$ cat src/rtl/ex_mem_pipe_reg.sv
// ex_mem_pipe_reg: EX/MEM pipeline register with valid/ready handshake,
// one-entry skid buffer, synchronous flush and saturating stall counter.
`default_nettype none

// +----------------------------------------------------------------------+
// | Module   : ex_mem_pipe_reg                                           |
// | Purpose  : EX->MEM stage register, absorbs one cycle of back-pressure |
// | Revision : 1.0  initial release                                      |
// +----------------------------------------------------------------------+
module ex_mem_pipe_reg #(
  parameter int DATA_W      = 32,
  parameter int MEM_ADDR_W  = 32,
  parameter int REG_ADDR_W  = 5,
  parameter int STALL_CNT_W = 16
) (
  input  logic                   clk,
  input  logic                   rst,
  input  logic                   flush,
  input  logic                   ex_valid,
  output logic                   ex_ready,
  input  logic                   ex_mem_re,
  input  logic                   ex_mem_we,
  input  logic [MEM_ADDR_W-1:0]  ex_mem_addr,
  input  logic [DATA_W-1:0]      ex_mem_wdata,
  input  logic                   ex_regfile_we,
  input  logic [REG_ADDR_W-1:0]  ex_regfile_waddr,
  input  logic [DATA_W-1:0]      ex_alu_result,
  output logic                   mem_valid,
  input  logic                   mem_ready,
  output logic                   mem_mem_re,
  output logic                   mem_mem_we,
  output logic [MEM_ADDR_W-1:0]  mem_mem_addr,
  output logic [DATA_W-1:0]      mem_mem_wdata,
  output logic                   mem_regfile_we,
  output logic [REG_ADDR_W-1:0]  mem_regfile_waddr,
  output logic [DATA_W-1:0]      mem_data,
  output logic [STALL_CNT_W-1:0] stall_cycles
);

  // Entry layout, LSB first: alu, waddr, rf_we, wdata, addr, we, re
  localparam int c_WADDR_LSB = DATA_W;
  localparam int c_RFWE_BIT  = c_WADDR_LSB + REG_ADDR_W;
  localparam int c_WDATA_LSB = c_RFWE_BIT + 1;
  localparam int c_ADDR_LSB  = c_WDATA_LSB + DATA_W;
  localparam int c_WE_BIT    = c_ADDR_LSB + MEM_ADDR_W;
  localparam int c_RE_BIT    = c_WE_BIT + 1;
  localparam int c_ENTRY_W   = c_RE_BIT + 1;

  localparam logic [1:0] c_EMPTY = 2'd0;
  localparam logic [1:0] c_FULL  = 2'd1;
  localparam logic [1:0] c_SKID  = 2'd2;

  logic [1:0]             r_state;
  logic [1:0]             w_state_nxt;
  logic [c_ENTRY_W-1:0]   r_main;
  logic [c_ENTRY_W-1:0]   r_skid;
  logic [c_ENTRY_W-1:0]   w_in_entry;
  logic                   w_main_valid;
  logic                   w_skid_valid;
  logic                   w_accept;
  logic                   w_consume;
  logic                   w_load_main_in;
  logic                   w_load_main_skid;
  logic                   w_load_skid;
  logic [STALL_CNT_W-1:0] r_stall;

  assign w_in_entry = {ex_mem_re, ex_mem_we, ex_mem_addr, ex_mem_wdata,
                       ex_regfile_we, ex_regfile_waddr, ex_alu_result};

  assign w_main_valid = (r_state != c_EMPTY);
  assign w_skid_valid = (r_state == c_SKID);

  // ex_ready depends only on registered state, never on mem_ready
  assign ex_ready  = !w_skid_valid;
  assign mem_valid = w_main_valid;
  assign w_accept  = ex_valid && ex_ready;
  assign w_consume = w_main_valid && mem_ready;

  always_comb begin
    w_state_nxt      = r_state;
    w_load_main_in   = 1'b0;
    w_load_main_skid = 1'b0;
    w_load_skid      = 1'b0;
    if (flush) begin
      w_state_nxt = c_EMPTY;
    end else begin
      case (r_state)
        c_EMPTY: begin
          if (w_accept) begin
            w_state_nxt    = c_FULL;
            w_load_main_in = 1'b1;
          end
        end
        c_FULL: begin
          if (w_accept && w_consume) begin
            w_load_main_in = 1'b1;
          end else if (w_consume) begin
            w_state_nxt = c_EMPTY;
          end else if (w_accept) begin
            w_state_nxt = c_SKID;
            w_load_skid = 1'b1;
          end
        end
        c_SKID: begin
          if (w_consume) begin
            w_state_nxt      = c_FULL;
            w_load_main_skid = 1'b1;
          end
        end
        default: w_state_nxt = c_EMPTY;
      endcase
    end
  end

  always_ff @(posedge clk or negedge rst) begin
    if (!rst) begin
      r_state <= c_EMPTY;
      r_main  <= '0;
      r_skid  <= '0;
    end else begin
      r_state <= w_state_nxt;
      if (w_load_main_in) begin
        r_main <= w_in_entry;
      end else if (w_load_main_skid) begin
        r_main <= r_skid;
      end
      if (w_load_skid) begin
        r_skid <= w_in_entry;
      end
    end
  end

  // Counts back-pressure regardless of flush; only reset clears it
  always_ff @(posedge clk or negedge rst) begin
    if (!rst) begin
      r_stall <= '0;
    end else if (w_main_valid && !mem_ready && (r_stall != {STALL_CNT_W{1'b1}})) begin
      r_stall <= r_stall + 1'b1;
    end
  end

  assign stall_cycles      = r_stall;
  assign mem_mem_re        = r_main[c_RE_BIT] && w_main_valid;
  assign mem_mem_we        = r_main[c_WE_BIT] && w_main_valid;
  assign mem_regfile_we    = r_main[c_RFWE_BIT] && w_main_valid;
  assign mem_mem_addr      = r_main[c_ADDR_LSB +: MEM_ADDR_W];
  assign mem_mem_wdata     = r_main[c_WDATA_LSB +: DATA_W];
  assign mem_regfile_waddr = r_main[c_WADDR_LSB +: REG_ADDR_W];
  assign mem_data          = r_main[DATA_W-1:0];

endmodule

`default_nettype wire

$ cat config.mk
export PLATFORM = sky130hd
export DESIGN_NAME = ex_mem_pipe_reg
export DESIGN_NICKNAME = d
export VERILOG_FILES = /design/src/rtl/ex_mem_pipe_reg.sv
export SDC_FILE = /design/constraint.sdc
export NUM_CORES = 1
export LEC_CHECK = 0
export CAP_MARGIN = 25
export CORE_UTILIZATION = 51
export CTS_CLUSTER_DIAMETER = 60
export DETAILED_ROUTE_END_ITERATION = 8
export PLACE_DENSITY = 0.81
export SLEW_MARGIN = 10
export SYNTH_ARGS = -nofsm -noshare
export SYNTH_HDL_FRONTEND = slang
export SYNTH_SLANG_ARGS = --single-unit
$ cat constraint.sdc
create_clock -name clk -period 2.25 [get_ports clk]
set_input_delay 0.45 -clock clk [delete_from_list [all_inputs] [get_ports clk]]
set_output_delay 0.45 -clock clk [all_outputs]
set_load 0.1 [all_outputs]
==> summary.md, run 1 <==
| Metric | Value |
|---|---|
| Post-Route WL | around 21 mm |
| Initial antenna violation count | 0 |
| Rows | a little over 50 |
| First-pass GRT wire length | between 30 and 40 mm |
| Vias in the first global route | about 6500 |
| Clock root cell | clkbuf_16 |
| Max_cap viols | 0 |
| Setup WS post-layout | a little under 0.1 ns |
| Leading area contributor after synthesis | dfrtp_1 |
| CORE AREA | roughly 20000 um^2 |
| Hold_ws | 0.4819 ns |
| Hold Path Class | in2async |
| Drt first pass iters | 4 |
| Peak Freq | roughly 460 MHz |
| Clock transition at path regs | around 0.060 ns |
| Filler instances | between 1000 and 1500 |
| # H-tree levels | 1 |
| TritonCTS clock tree | done |
| Routability cong. | between 0.7 and 0.8 |
| Post-synth EDFFs | 0 |
| Design area | 13060 um^2 |
| Pwr/cell area | 1149 nW/um^2 |
| Worst skew pair latency | between 0.5 and 0.6 ns |
| Netlist cell types | 36 |
| Die X | about 140 um |
| Synth top cells by count | 226 x dfrtp_1, 109 x nor2_1, 106 x a21oi_1 |
| Top cells by area, synth | dfrtp_1 55%, mux2i_1 10%, buf_4 7.4%, mux2_2 6.1%, mux2_1 5.6% |
| CTS sink cnt | around 230 |
| Post-CTS Resized | 0 |
| Min Tclk post-route | approximately 2.2 ns |
| CP Data Required Time | roughly 1.8 ns |
| Unrepaired setup endpoints after global routing | no |
| Main flop type after synthesis | dfrtp_1 |
| Period Utilization, post-route | 0.9566 |
| Final Power | ~15 mW |
| Setup bufs post-CTS | 0 |
| Leakage Power | roughly 5.6 nW |
| Crit-path max FO | 6 |
| Fin nets | about 1100 |
| Die height | 144.1 um |
| Outcome | completed |
| Starting Density | 0.5243 |
| Place WS | 0.005832 ns |
| Largest net degree at the start of global routing | about 110 |
| Average cell area after synthesis | 11.91 um^2 |
| # IOs | around 230 |
| Clk buf depth | 3 |
| Buffers on Ports | between 200 and 250 |
| Dpl cell area | between 10000 and 15000 um^2 |
| DRC | 0 |
| Gr usage total | 0.2044 |
| DPL Wire Length | around 14 mm |
| Clk_skew | roughly 0.0099 ns |
| Post-synth top area share | 0.5488 |
| Post-Syn Area | just over 10000 um^2 |
| Final setup viols | 0 |
| Detail Route Antenna Nets | 0 |
| FF+latch count, synth | roughly 230 |
| Ant. Diodes | 0 |
| Syn Inst Count | around 870 |
| Routed vias | between 6000 and 7000 |
| Relative slew slack | 0.6694 |
| CP startpoint kind | flip-flop |
| Final hold vios | 0 |
| Die ar. | a little over 20000 um^2 |
| YS warnings | 0 |
| Post-synthesis net count | ~1000 |
| Hold-fix buffers at CTS | 1 |
| Gr ovfl total | 0 |
| Per-cell routed wire length | about 16 um |
| Arr. time, crit path | approximately 1.7 ns |
| DRT iter0 DRCs | 218 |
| Max VDD drop | about 1100 uV |
| Worst Tran Pin Value | 0.4960 ns |
| Worst setup EP type | output port |
| Vias per cell | 5.118 |
| Critical path class | reg2out |
| Ys async rst share | 1.000 |
| Layout cells sized above 1 | 0.2608 |
| Most frequent cell after synthesis | dfrtp_1 |
| Fin. max-slew vios | 0 |
| Sequential area share after synthesis | 0.5488 |
| Area delta synth->final | 26.71% |
| Total CTS buffers | 24 |
state kept, by name, indices dropped and copies added (netlist names):
register and count:
r_main 104, r_skid 104, r_state 2, stall_cycles 16
metrics by stage:
stage | cells | util | TNS [ns]
global route | 1285 | 0.6644 | 0
floorplan | 865 | - | -0.2985
detailed placement | 1240 | 0.6180 | 0
finish | 1285 | 0.6644 | 0
global placement | 1240 | 0.6180 | 0
CTS | 1285 | 0.6644 | 0
cell families after synthesis:
group | synth area share
xor gates and xnor gates | 0.009350
AOI/OAI and AO/OA | 0.05743
buffers and inverters | 0.09908
and+or+nand+nor | 0.06520
adders and majority gates | 0.001214
DFF | 0.5488
muxes | 0.2189
worst max-delay path: stages (launching register included):
cell and delay [ns]:
dfrtp_1 0.47, nor2_1 0.14, buf_4 0.17, nor2b_1 0.20, buf_12 0.21
layout by cell type, fill, tap and decap left out, types with 6 or more instances in the layout:
cell type / netlist / layout
a21oi_1: 106 / 106
buf_12: 0 / 21
buf_4: 102 / 130
clkbuf_16: 0 / 25
clkbuf_8: 0 / 7
clkdlybuf4s50_1: 0 / 107
dfrtp_1: 226 / 217
dfrtp_2: 0 / 9
mux2_1: 51 / 51
mux2_2: 56 / 56
mux2i_1: 105 / 105
nand2_1: 6 / 6
nor2_1: 109 / 109
xor2_1: 8 / 8
final timing paths:
kind                            slack [ns]                           end  cells after the start                   startpoint
worst max-delay path                   0.1                mem_regfile_we                      4       r_state[1]$_DFFE_PN0P_
worst min-delay path                  0.48        r_skid[54]$_DFFE_PN0P_                      2                          rst
worst max register to register        0.42  stall_cycles[14]$_DFFE_PN0P_                      6  stall_cycles[0]$_DFFE_PN0P_
worst min register to register        0.49        r_skid[61]$_DFFE_PN0P_                      1       r_skid[61]$_DFFE_PN0P_
max in group asynchronous             1.05   stall_cycles[4]$_DFFE_PN0P_                      3                          rst
min in group clk                      0.49        r_skid[61]$_DFFE_PN0P_                      1       r_skid[61]$_DFFE_PN0P_
per-layer routing:
| metal | global-route usage | part of all wire | vias to the layer above | routed length, um |
|---|---|---|---|---|
| li1 | - | - | 3173 | - |
| met1 | 0.2699 | 0.42 | 3198 | 8889 |
| met2 | 0.3221 | 0.47 | 176 | 9762 |
| met3 | 0.06854 | 0.090 | 30 | 1879 |
| met4 | 0.05485 | 0.019 | 0 | 396 |
| met5 | 0 | 0 | - | 0 |
power by group:
group          switching, mW  internal [mW]  leakage, nW
clock                   1.56           2.83        0.446
combinational           3.71           1.37         2.49
sequential             0.527           5.01         2.64
total                   5.80           9.21         5.58
cell type report:
type | instances | area, um^2 | area share
Timing Repair Buffer | 260 | 2492 | 0.1909
Clock buffer | 36 | 737.0 | 0.05644
Multi-Input combinational cell | 486 | 3650 | 0.2795
Inverter | 4 | 15.01 | 0.001150
Tap cell | 265 | 331.6 | 0.02539
Clock inverter | 8 | 165.2 | 0.01265
Sequential cell | 226 | 5667 | 0.4340
Power figures use the tool's default switching activity.
==> run 2, diff against run 1 <==
Settings changed: CELL_PAD_IN_SITES_DETAIL_PLACEMENT set to 0, CELL_PAD_IN_SITES_GLOBAL_PLACEMENT set to 1, CORE_UTILIZATION 51 to 40, PLACE_DENSITY 0.81 to not set, PLACE_DENSITY_LB_ADDON set to 0.1, TNS_END_PERCENT set to 20.
==> run 2 against run 1 <==
Net effect: register-to-register slack hardly changed; flip-flop and latch count is the same; worst setup slack gained 0.12 ns; count of clock-buffer cells in the layout grew 8; hold slack worse by 0.064 ns; critical endpoint is now mem_mem_we; largest cell class unchanged; highest routed layer unchanged.
==> summary.md, run 2 (synthesis gave the netlist of run 1 again) <==
| Metric | Value |
|---|---|
| Outcome | completed |
| Min Tclk post-route | just over 2 ns |
| Die ar. | around 26000 um^2 |
| Critical path class | reg2out |
| Most frequent cells in the layout | 217 x dfrtp_1, 143 x buf_4, 109 x nor2_1, 107 x clkdlybuf4s50_1, 106 x a21oi_1 |
| Unrepaired setup endpoints after global routing | no |
| CP Capture Point | mem_mem_we |
| Fin. max-slew vios | 0 |
| Worst Tran Pin Value | 0.6665 ns |
| Hold_ws | about 0.42 ns |
| Arr. time, crit path | roughly 1.6 ns |
| R2r startpoint | stall_cycles[0]$_DFFE_PN0P_ |
| Pwr/cell area | between 1000 and 1500 nW/um^2 |
| Die X | approximately 160 um |
| Relative slew slack | 0.5540 |
| Setup WS post-layout | roughly 0.22 ns |
| Clock root cell | clkbuf_16 |
| Final setup viols | 0 |
| Clk_skew | slightly below 0.007 ns |
| Detail Route Antenna Nets | 0 |
| Peak Freq | around 490 MHz |
| CORE AREA | 25250 um^2 |
| R2r setup slk | just over 0.4 ns |
| Most common cell after layout, fill and taps aside | dfrtp_1 |
| TritonCTS clock tree | done |
| Vias in the first global route | around 6700 |
| Final hold vios | 0 |
| Routed vias | between 6000 and 7000 |
| # IOs | about 230 |
| Max_cap viols | 0 |
| Worst setup startpoint | r_state[1]$_DFFE_PN0P_ |
| CP startpoint kind | flip-flop |
| Per-cell routed wire length | between 15 and 20 um |
| Post-layout util | 0.5219 |
| Total CTS buffers | 27 |
| Final setup TNS | 0 ns |
| Place WS | -0.04992 ns |
| Clock transition at path regs | ~0.06 ns |
| Worst skew pair latency | around 0.52 ns |
| Largest net degree at the start of global routing | 58 |
| Clk buf depth | 3 |
| Routability cong. | around 0.77 |
| Gr ovfl total | 0 |
| Vias per cell | 4.784 |
| Starting Density | 0.4080 |
| # H-tree levels | 1 |
| Gr usage total | 0.1726 |
| Leakage Power | 5.617 nW |
| Worst Reg2Reg Path Length in Cells | 6 |
| Post-Route WL | 22.34 mm |
| DPL Wire Length | roughly 16 mm |
| Crit-path max FO | 6 |
| Setup bufs post-CTS | 0 |
| DRC | 0 |
| Filler instances | 2266 |
| Drt first pass iters | 6 |
| CP Data Required Time | about 1.8 ns |
| Die height | between 150 and 200 um |
| Max VDD drop | roughly 480 uV |
| Hold Path Class | in2async |
| CTS sink cnt | approximately 230 |
| R2r endpoint | stall_cycles[14]$_DFFE_PN0P_ |
| Initial antenna violation count | 1 |
| Layout cells sized above 1 | 0.2663 |
| Final Power | 14.67 mW |
| Worst setup EP type | output port |
| Rows | between 50 and 60 |
| Area delta synth->final | 27.90% |
| Buffers on Ports | 230 |
| First-pass GRT wire length | ~36 mm |
| DRT iter0 DRCs | between 300 and 400 |
| Fin nets | 1129 |
| Period Utilization, post-route | 0.9041 |
==> run 2: layout make-up <==
| type | instances | area (um^2) | share of cell area |
|---|---|---|---|
| sequential | 226 | 5667 | 0.4299 |
| multi-input combinational | 486 | 3647 | 0.2767 |
| timing repair buffer | 274 | 2610 | 0.1980 |
| clock buffer | 44 | 789.5 | 0.05990 |
| tap | 330 | 412.9 | 0.03133 |
| clock inverter | 6 | 36.28 | 0.002753 |
| inverter | 4 | 15.01 | 0.001139 |
| antenna | 1 | 2.502 | 0.0001899 |
==> run 2: worst min-delay path by stage <==
| stage | start | to | slack [ns] | depth (start not counted) |
|---|---|---|---|---|
| after floorplan | rst | r_main[0]$_DFFE_PN0P_ | 0.15 | 0 |
| after global routing | rst | r_main[62]$_DFFE_PN0P_ | 0.44 | 2 |
| after global placement | rst | r_main[62]$_DFFE_PN0P_ | 0.39 | 1 |
| final | rst | r_main[62]$_DFFE_PN0P_ | 0.42 | 2 |
| after detailed placement | rst | r_main[62]$_DFFE_PN0P_ | 0.38 | 1 |
| after CTS | rst | r_main[62]$_DFFE_PN0P_ | 0.41 | 2 |
==> run 2: worst max-delay path, cell delays in order (launching register included) <==
cell	delay, ns
dfrtp_1	0.47
nor2_1	0.14
nor2b_1	0.24
buf_12	0.21
==> run 2: per-layer routing <==
layer	vias up	track usage	wire [um]
met3	30	0.03947	1380
li1	3193	-	-
met1	3164	0.2463	10480
met2	172	0.2634	10060
met4	0	0.04545	422
met5	-	0	0
==> run 2: through the flow <==
stage / instances / area [um^2]
after floorplan: 865 / 10320
final: 1371 / 13180
after detailed placement: 1319 / 12340
after CTS: 1370 / 13180
after global routing: 1370 / 13180
after global placement: 1319 / 12340
==> run 2: where the power goes <==
group | internal, mW | switching [mW]
sequential | 5.01 | 0.535
combinational | 1.38 | 3.70
clock | 2.39 | 1.65
total | 8.78 | 5.89
==> run 2: timing repair <==
action,in CTS,in global routing
hold endpoints to repair,41,0
setup endpoints to repair,0,0
hold buffers,1,0
resized for setup,0,0
==> run 3, diff against run 2 <==
Settings changed: SKIP_CTS_REPAIR_TIMING set to 1.
==> results of run 3 <==
The final DEF is identical to that of run 2; final timing and power are the same.
Main changes from that run: wire length of the first global-routing pass 36280 um -> 36250 um; via count of the first global-routing pass 6666 -> 6654; overall routing resource usage 0.1726 -> 0.1725; met2 usage 0.2634 -> 0.2630
